<file path="config.mk">
export PLATFORM = sky130hd
export DESIGN_NAME = mem_arbiter_flat
export DESIGN_NICKNAME = d
export VERILOG_FILES = /design/src/rtl/mem_arbiter_pkg.sv /design/src/rtl/mem_arbiter_if.sv /design/src/rtl/mem_arbiter.sv /design/src/flat_wrapper.sv
export SDC_FILE = /design/constraint.sdc
export NUM_CORES = 1
export LEC_CHECK = 0
export ABC_AREA = 1
export CAP_MARGIN = 20
export CORE_MARGIN = 5
export CORE_UTILIZATION = 35
export DETAILED_ROUTE_END_ITERATION = 10
export HOLD_SLACK_MARGIN = 0.12
export PLACE_DENSITY = 0.7
export SLEW_MARGIN = 20
export SYNTH_ARGS = -nofsm -noshare
export SYNTH_HDL_FRONTEND = slang
export SYNTH_SLANG_ARGS = --single-unit
</file>
<file path="constraint.sdc">
create_clock -name clk -period 2.2 [get_ports clk]
set_input_delay 0.44 -clock clk [delete_from_list [all_inputs] [get_ports clk]]
set_output_delay 0.44 -clock clk [all_outputs]
set_load 0.01 [all_outputs]
</file>
<file path="src/rtl/mem_arbiter_pkg.sv">
// Shared types and constants for the unified-memory arbiter.
package mem_arb_pkg;

    // One pipeline step walks IDLE -> (DATA) -> FETCH -> DONE.
    typedef enum logic [1:0] {
        IDLE  = 2'd0,
        DATA  = 2'd1,
        FETCH = 2'd2,
        DONE  = 2'd3
    } arb_state_t;

    // addi x0, x0, 0 -- what the fetch buffer holds out of reset.
    localparam logic [31:0] NOP_INSTR = 32'h0000_0013;

endpackage

</file>
<file path="src/rtl/mem_arbiter_if.sv">
// Request/ready bus between the arbiter and the single-ported memory.
interface mem_arbiter_if #(
    parameter int AW = 32,
    parameter int DW = 32
);
    logic          mem_req;
    logic          mem_we;
    logic [AW-1:0] mem_addr;
    logic [DW-1:0] mem_wdata;
    logic [DW-1:0] mem_rdata;
    logic          mem_ready;

    // Arbiter side issues requests.
    modport master (
        output mem_req, mem_we, mem_addr, mem_wdata,
        input  mem_rdata, mem_ready
    );

    // Memory side answers them.
    modport slave (
        input  mem_req, mem_we, mem_addr, mem_wdata,
        output mem_rdata, mem_ready
    );
endinterface

</file>
<file path="src/rtl/mem_arbiter.sv">
// Serializes the data access and the instruction fetch of one pipeline step
// onto a single-ported memory, stalling the pipeline until both are done.
module mem_arbiter
    import mem_arb_pkg::*;
#(
    parameter int AW = 32,
    parameter int DW = 32
) (
    input  logic          clk,
    input  logic          reset_n,
    input  logic [AW-1:0] PCF,
    output logic [DW-1:0] InstrF,
    input  logic          MemReadM,
    input  logic          MemWriteM,
    input  logic [AW-1:0] ALUResultM,
    input  logic [DW-1:0] WriteDataM,
    output logic [DW-1:0] ReadDataM,
    output logic          StallMem,
    output logic [31:0]   StallCount,
    mem_arbiter_if.master mem
);

    arb_state_t state, state_next;

    logic          req;
    logic          we;
    logic [AW-1:0] addr;
    logic [DW-1:0] wdata;
    logic          is_load;

    // A combined load+store behaves as a store, so it never fills the load buffer.
    assign is_load = MemReadM & ~MemWriteM;

    // Everything toward the memory comes from registered state; mem_ready
    // only steers the next state, never the current request.
    assign mem.mem_req   = req;
    assign mem.mem_we    = we;
    assign mem.mem_addr  = addr;
    assign mem.mem_wdata = wdata;

    // The pipeline may only advance in the single DONE cycle.
    assign StallMem = (state != DONE);

    // State register; reset drops any in-flight request at once.
    always_ff @(posedge clk or negedge reset_n) begin
        if (!reset_n) begin
            state <= IDLE;
        end else begin
            state <= state_next;
        end
    end

    // Next-state and memory-bus decode, data access before fetch.
    always_comb begin
        state_next = state;
        req        = 1'b0;
        we         = 1'b0;
        addr       = '0;
        wdata      = '0;
        unique case (state)
            IDLE: begin
                state_next = (MemReadM | MemWriteM) ? DATA : FETCH;
            end
            DATA: begin
                req   = 1'b1;
                we    = MemWriteM;
                addr  = ALUResultM;
                wdata = WriteDataM;
                if (mem.mem_ready) begin
                    state_next = FETCH;
                end
            end
            FETCH: begin
                req  = 1'b1;
                addr = PCF;
                if (mem.mem_ready) begin
                    state_next = DONE;
                end
            end
            DONE: begin
                state_next = IDLE;
            end
            default: begin
                state_next = IDLE;
            end
        endcase
    end

    // Read buffers capture only on a completed access of the matching kind.
    always_ff @(posedge clk or negedge reset_n) begin
        if (!reset_n) begin
            InstrF    <= DW'(NOP_INSTR);
            ReadDataM <= '0;
        end else begin
            if (state == DATA && mem.mem_ready && is_load) begin
                ReadDataM <= mem.mem_rdata;
            end
            if (state == FETCH && mem.mem_ready) begin
                InstrF <= mem.mem_rdata;
            end
        end
    end

    // Saturating count of stalled cycles for performance analysis.
    always_ff @(posedge clk or negedge reset_n) begin
        if (!reset_n) begin
            StallCount <= '0;
        end else if (StallMem && (StallCount != 32'hFFFF_FFFF)) begin
            StallCount <= StallCount + 32'd1;
        end
    end

endmodule

</file>
<file path="src/flat_wrapper.sv">
// flat-port wrapper written by rule: the top's interface ports become plain ports
module mem_arbiter_flat import mem_arb_pkg::*;
#(
    parameter int AW = 32,
    parameter int DW = 32
)
  (clk, reset_n, PCF, InstrF, MemReadM, MemWriteM, ALUResultM, WriteDataM, ReadDataM, StallMem, StallCount, mem_mem_req, mem_mem_we, mem_mem_addr, mem_mem_wdata, mem_mem_rdata, mem_mem_ready);
  mem_arbiter_if #(.AW(AW), .DW(DW)) mem_i ();
  input  logic clk;
  input  logic reset_n;
  input  logic [AW-1:0] PCF;
  output logic [DW-1:0] InstrF;
  input  logic MemReadM;
  input  logic MemWriteM;
  input  logic [AW-1:0] ALUResultM;
  input  logic [DW-1:0] WriteDataM;
  output logic [DW-1:0] ReadDataM;
  output logic StallMem;
  output logic [31:0] StallCount;
  output wire logic [$bits(mem_i.mem_req)-1:0] mem_mem_req;
  output wire logic [$bits(mem_i.mem_we)-1:0] mem_mem_we;
  output wire logic [$bits(mem_i.mem_addr)-1:0] mem_mem_addr;
  output wire logic [$bits(mem_i.mem_wdata)-1:0] mem_mem_wdata;
  input wire logic [$bits(mem_i.mem_rdata)-1:0] mem_mem_rdata;
  input wire logic [$bits(mem_i.mem_ready)-1:0] mem_mem_ready;
  assign mem_mem_req = mem_i.mem_req;
  assign mem_mem_we = mem_i.mem_we;
  assign mem_mem_addr = mem_i.mem_addr;
  assign mem_mem_wdata = mem_i.mem_wdata;
  assign mem_i.mem_rdata = mem_mem_rdata;
  assign mem_i.mem_ready = mem_mem_ready;
  mem_arbiter #(.AW(AW), .DW(DW)) u_core (.clk(clk), .reset_n(reset_n), .PCF(PCF), .InstrF(InstrF), .MemReadM(MemReadM), .MemWriteM(MemWriteM), .ALUResultM(ALUResultM), .WriteDataM(WriteDataM), .ReadDataM(ReadDataM), .StallMem(StallMem), .StallCount(StallCount), .mem(mem_i));
endmodule
</file>
# [Yosys cells after proc, flatten, opt, wreduce, memory -nomap -nowiden]
# Cells that the tools add are included.
[word_totals] in_bits=133 word_cells=30 regBits=98 output_inout_bits=163
[classes] bitwise_logic=3 muxes=8 n_reduce_logical=7 eq_ne=7 n_addsub=1
[ops] operator="32-bit one-hot mux with 2 select lines" n=1
[ops] operator="32-bit by 1-bit adder with 32-bit output, second input constant" n=1
[ops] operator="32-bit 2-to-1 mux" n=1
[ops] operator="32-bit inequality test, second input constant" n=1
[ops] operator="2-bit one-hot mux with 4 select lines" n=1
[ops] operator="2-bit 2-to-1 mux" n=3
[ops] operator="2-bit inequality test, second input constant" n=3
[ops] operator="2-bit == test, second input constant" n=2
[ops] operator="1-bit logical AND" n=4
[ops] operator="2-bit by 1-bit == test with 1-bit output, second input constant" n=1
[ops] operator="2-bit zero test" n=1
[ops] operator="1-bit 2-to-1 mux" n=2
[ops] operator="2-bit AND reduction" n=1
[ops] operator="2-bit OR reduction" n=1
[ops] operator="1-bit AND" n=1
[ops] operator="1-bit NOT" n=1
[ops] operator="1-bit OR" n=1

# [Logic depth before layout (Yosys ltp)]
[logic_depth] word_depth=3 depth_mapped=9 ltp_nobuf=9

# [Worst setup path after synthesis]
# No wires, ideal clock.
[synth_path] kind="register to output" start="register u_core.state[1]" end="output port mem_mem_addr[10]" path_stages_with_launch=7 t_required_ns=1.760 n_path_buf=2 slack_ns=0.253 arrival_time_ns=1.507 path_cell_list="dfrtp_1 inv_1 ha_1 clkbuf_1 buf_1 nand2_1 a21oi_1"
[synth_between] elab_chain_len=2 elab_cells_between_ends=3 classes_between="eq/ne (2); mux (1)"
[synth_lines] element="start, declared" line_no="mem_arbiter.sv:23" rtl="arb_state_t state, state_next;"
[synth_lines] element="start signal, assigned" line_no="mem_arbiter.sv:49" rtl="state <= state_next;"
[synth_lines] element="2-bit == test / 2-bit by 1-bit == test with 1-bit output (equally long branches)" line_no="mem_arbiter.sv:60" rtl="unique case (state)"
[synth_lines] element="32-bit one-hot mux with 2 select lines (*)" line_no="mem_arbiter.sv:60"
[synth_lines] element="end, declared" line_no="flat_wrapper.sv:22" rtl="output wire logic [$bits(mem_i.mem_addr)-1:0] mem_mem_addr;"
# Mark *: on every way between the ends. The rest lies on a longest branch, timed or not.

# [Worst setup path in the final report]
[layout_path] start="register u_core.state[0]" end="output port mem_mem_addr[26]"
# Same word-level chain as after synthesis.

==> impl_metrics.py <==
metrics = {
    "sta": {
        "fmax_ghz": 0.462,
        "hold_violations": 0,
        "fin_crit_ns": 2.17,
        "timing.final.crit_share": 0.984,
        "drv_slew": 0,
        "grt_setup_unrepaired": "yes",
        "report.final.setup_viol": 0,
        "timing.final.ws_setup_ns": 0.0347,
        "tightestPinTransition_ns": 0.513,
        "relSlewSlack": 0.658,
        "clock-skew-final_ns": 0.00516,
    },
    "floorplanning": {
        "die_h_microns": 134,
        "io_pins": 296,
        "die-area_sq_um": 18000,
        "core_area_sq_um": 15100,
        "fp-row-count": 45,
        "die_w_microns": 134,
        "initial_core_util": 0.356,
    },
    "detailed_routing": {
        "post_drt_wl_per_cell_microns": 15.6,
        "detail_route.iter0.violations": 293,
        "vias": 5829,
        "vias_per_cell": 4.58,
        "ant_nets": 0,
        "drc": 0,
        "firstDrtPassIters": 4,
        "drt_wl_total_microns": 19900,
    },
    "global_route": {
        "use_met2": 0.347,
        "use_met1": 0.260,
        "overflow": 0,
        "grt_max_degree": 65,
        "gr-max-usage-layer": "met2",
        "grt_pass1_wl_microns": 30600,
        "grt_pass1_vias": 5775,
        "antenna_found_initial": 0,
        "grt.met3_usage": 0.104,
        "track_usage": 0.213,
    },
    "clocking": {
        "clk_latency_ns": 0.34,
        "root_buffer": "clkbuf_16",
        "cts_made_buffers": 9,
        "clock_path_buffers": 2,
        "cts_tree": "built",
        "clk_pin_slew_ns": 0.07,
        "cts_num_sinks": 98,
        "cts-htree-levels": 3,
    },
    "critical_path": {
        "worstSetupEndpointType": "primary output",
        "timing.reg2reg.setup_slack_ns": 0.40,
        "path_class": "register to primary output",
        "cp.required_ns": 1.76,
        "slowest_stage": "dfrtp_1",
        "arrival_ns": 1.73,
        "worst_path_largest_cell_delay_ns": 0.38,
        "crit_fanout": 18,
        "start_kind": "register",
        "cp_cell_sequence": "inv_2 -> ha_4 -> inv_2 -> buf_12 -> a21oi_1 -> clkdlybuf4s15_1",
        "cpMostUsedCell": "inv_2",
    },
    "cells_and_area": {
        "final_cells": 1273,
        "area_growth_pct": 66.0,
        "antennaDiodeCount": 0,
        "nNetsFinal": 1218,
        "multiInputGateArea_sq_um": 2470,
        "fillCellCount": 1414,
        "regArea_sq_um": 2460,
        "drive_above_1_share": 0.0977,
    },
    "logic_synthesis": {
        "ys_ff_latch": 98,
        "ys_async_sr_fraction": 1.00,
        "ys.flop_type": "dfrtp_1",
        "synth_cell_types": 27,
        "syn_nets": 914,
        "synth-seq-area-share": 0.455,
        "yosysWarnings": 0,
        "synth_edf_count": 0,
        "synth.avg_cell_area_sq_um": 6.95,
        "synthCells": 776,
        "netlist_area_sq_um": 5390,
    },
    "placement": {
        "dpl.cell_count": 1250,
        "dp_slack_ns": -0.00585,
        "gp_congestion": 0.915,
        "place_hpwl_microns": 15500,
        "place.port_buffers": 295,
    },
    "hold_path": {
        "hold_class": "register to register",
    },
    "power_and_ir_drop": {
        "total_leakage_power_nw": 4.34,
        "p_per_area_nw_per_um2": 1080,
        "peakVddDrop_mv": 0.692,
        "power.total_w": 0.00970,
    },
    "run_status": {
        "status": "complete, no violations",
    },
    "flow_run": {
        "max-cap-violations": 0,
    },
}
-- Yosys cell counts (5+ instances only) --
cell type	count	area (sq um)
a21oi_1	32	160
clkbuf_1	22	82.6
dfrtp_1	95	2380
ha_1	5	62.6
inv_1	97	364
nand2_1	334	1250
nand3_1	13	65.1
nand3b_1	8	60.1
nand4_1	10	62.6
nor2_1	49	184
o21ai_0	71	355
xnor2_1	5	43.8
xor2_1	5	43.8
-- report_power, final --
| part | switching, W | internal [W] | total [W] |
|---|---|---|---|
| clock | 0.000677 | 0.000804 | 0.00148 |
| combinational | 0.00269 | 0.00268 | 0.00537 |
| sequential | 0.000402 | 0.00244 | 0.00285 |
| total | 0.00377 | 0.00593 | 0.00970 |
-- per-layer routing --
layer	routed length (microns)	vias up
met5	0	-
met4	218	0
met3	2170	18
met2	9340	186
met1	8170	2651
li1	-	2974
-- critical path, delay by kind of cell (launching register included) --
family	cells	cell delay [ns]
AOI/OAI and AO/OA	1	0.14
buffers and inverters	4	0.59
DFF	1	0.38
adders and majority gates	1	0.28
-- through the flow --
step	instance area (sq um)	hold slack [ns]	util	setup TNS, ns
floorplan	5390	0.144	-	0
global placement	8700	0.444	0.574	-0.0198
detailed placement	8700	0.442	0.574	-0.00590
CTS	9000	0.489	0.594	-0.625
global route	8950	0.499	0.591	-0.0379
finish	8950	0.484	0.591	0
-- final cells by class --
class	count	area share
clock inverter	5	0.00433
sequential	98	0.274
tap	188	0.0263
inverter	98	0.0411
multi-input combinational	548	0.276
clock buffer	11	0.0271
timing repair buffer	325	0.351
-- path summary, 6_finish.rpt --
kind	start	to	cells past startpoint
worst max register to register	u_core.StallCount[0]	u_core.StallCount[21]	8
worst min register to register	u_core.InstrF[14]	u_core.InstrF[14]	2
max in group asynchronous	reset_n	u_core.InstrF[4]	3
worst max-delay path	u_core.state[0]	mem_mem_addr[26]	6
min in group asynchronous	reset_n	u_core.StallCount[1]	2
worst min-delay path	u_core.InstrF[14]	u_core.InstrF[14]	2
-- state kept, by name, summed over array words and instances (netlist names) --
name	cells
u_core.InstrF	32
u_core.ReadDataM	32
u_core.StallCount	32
u_core.state	2
-- timing repair --
action / 4_1_cts / 5_1_grt
gates resized for setup: 89 / 89
hold buffers: 1 / 0
endpoints found under the setup margin: 65 / 55
hold endpoints to repair: 35 / 0
pin swaps: 1 / 2
buffers inserted: 3 / 0
cloned: 1 / 2
-- cells in the final DEF, fill, tap and decap left out, types with 8 or more instances in the layout --
| cell type | Yosys | layout |
|---|---|---|
| clkdlybuf4s50_1 | 0 | 228 |
| clkbuf_16 | 0 | 10 |
| dlygate4sd2_1 | 0 | 13 |
| buf_12 | 0 | 9 |
| nand2_1 | 334 | 333 |
| nand3_1 | 13 | 13 |
| clkdlybuf4s15_1 | 0 | 17 |
| o21ai_0 | 71 | 71 |
| nor2_1 | 49 | 49 |
| buf_4 | 2 | 15 |
| clkbuf_2 | 0 | 29 |
| buf_2 | 0 | 8 |
| dfrtp_1 | 95 | 95 |
| inv_1 | 97 | 94 |
| nand4_1 | 10 | 10 |
| nand3b_1 | 8 | 8 |
| a21oi_1 | 32 | 28 |
-- kinds of logic after synthesis --
group / after synthesis / synth area share
AND/OR/NAND/NOR: 427 / 0.319
AO/OA/AOI/OAI: 106 / 0.100
flip-flops: 98 / 0.455
buffers and inverters: 130 / 0.0974
XOR/XNOR: 10 / 0.0162
adder cells (fa/ha/maj): 5 / 0.0116
No activity file was read; power rests on OpenSTA's default activity.
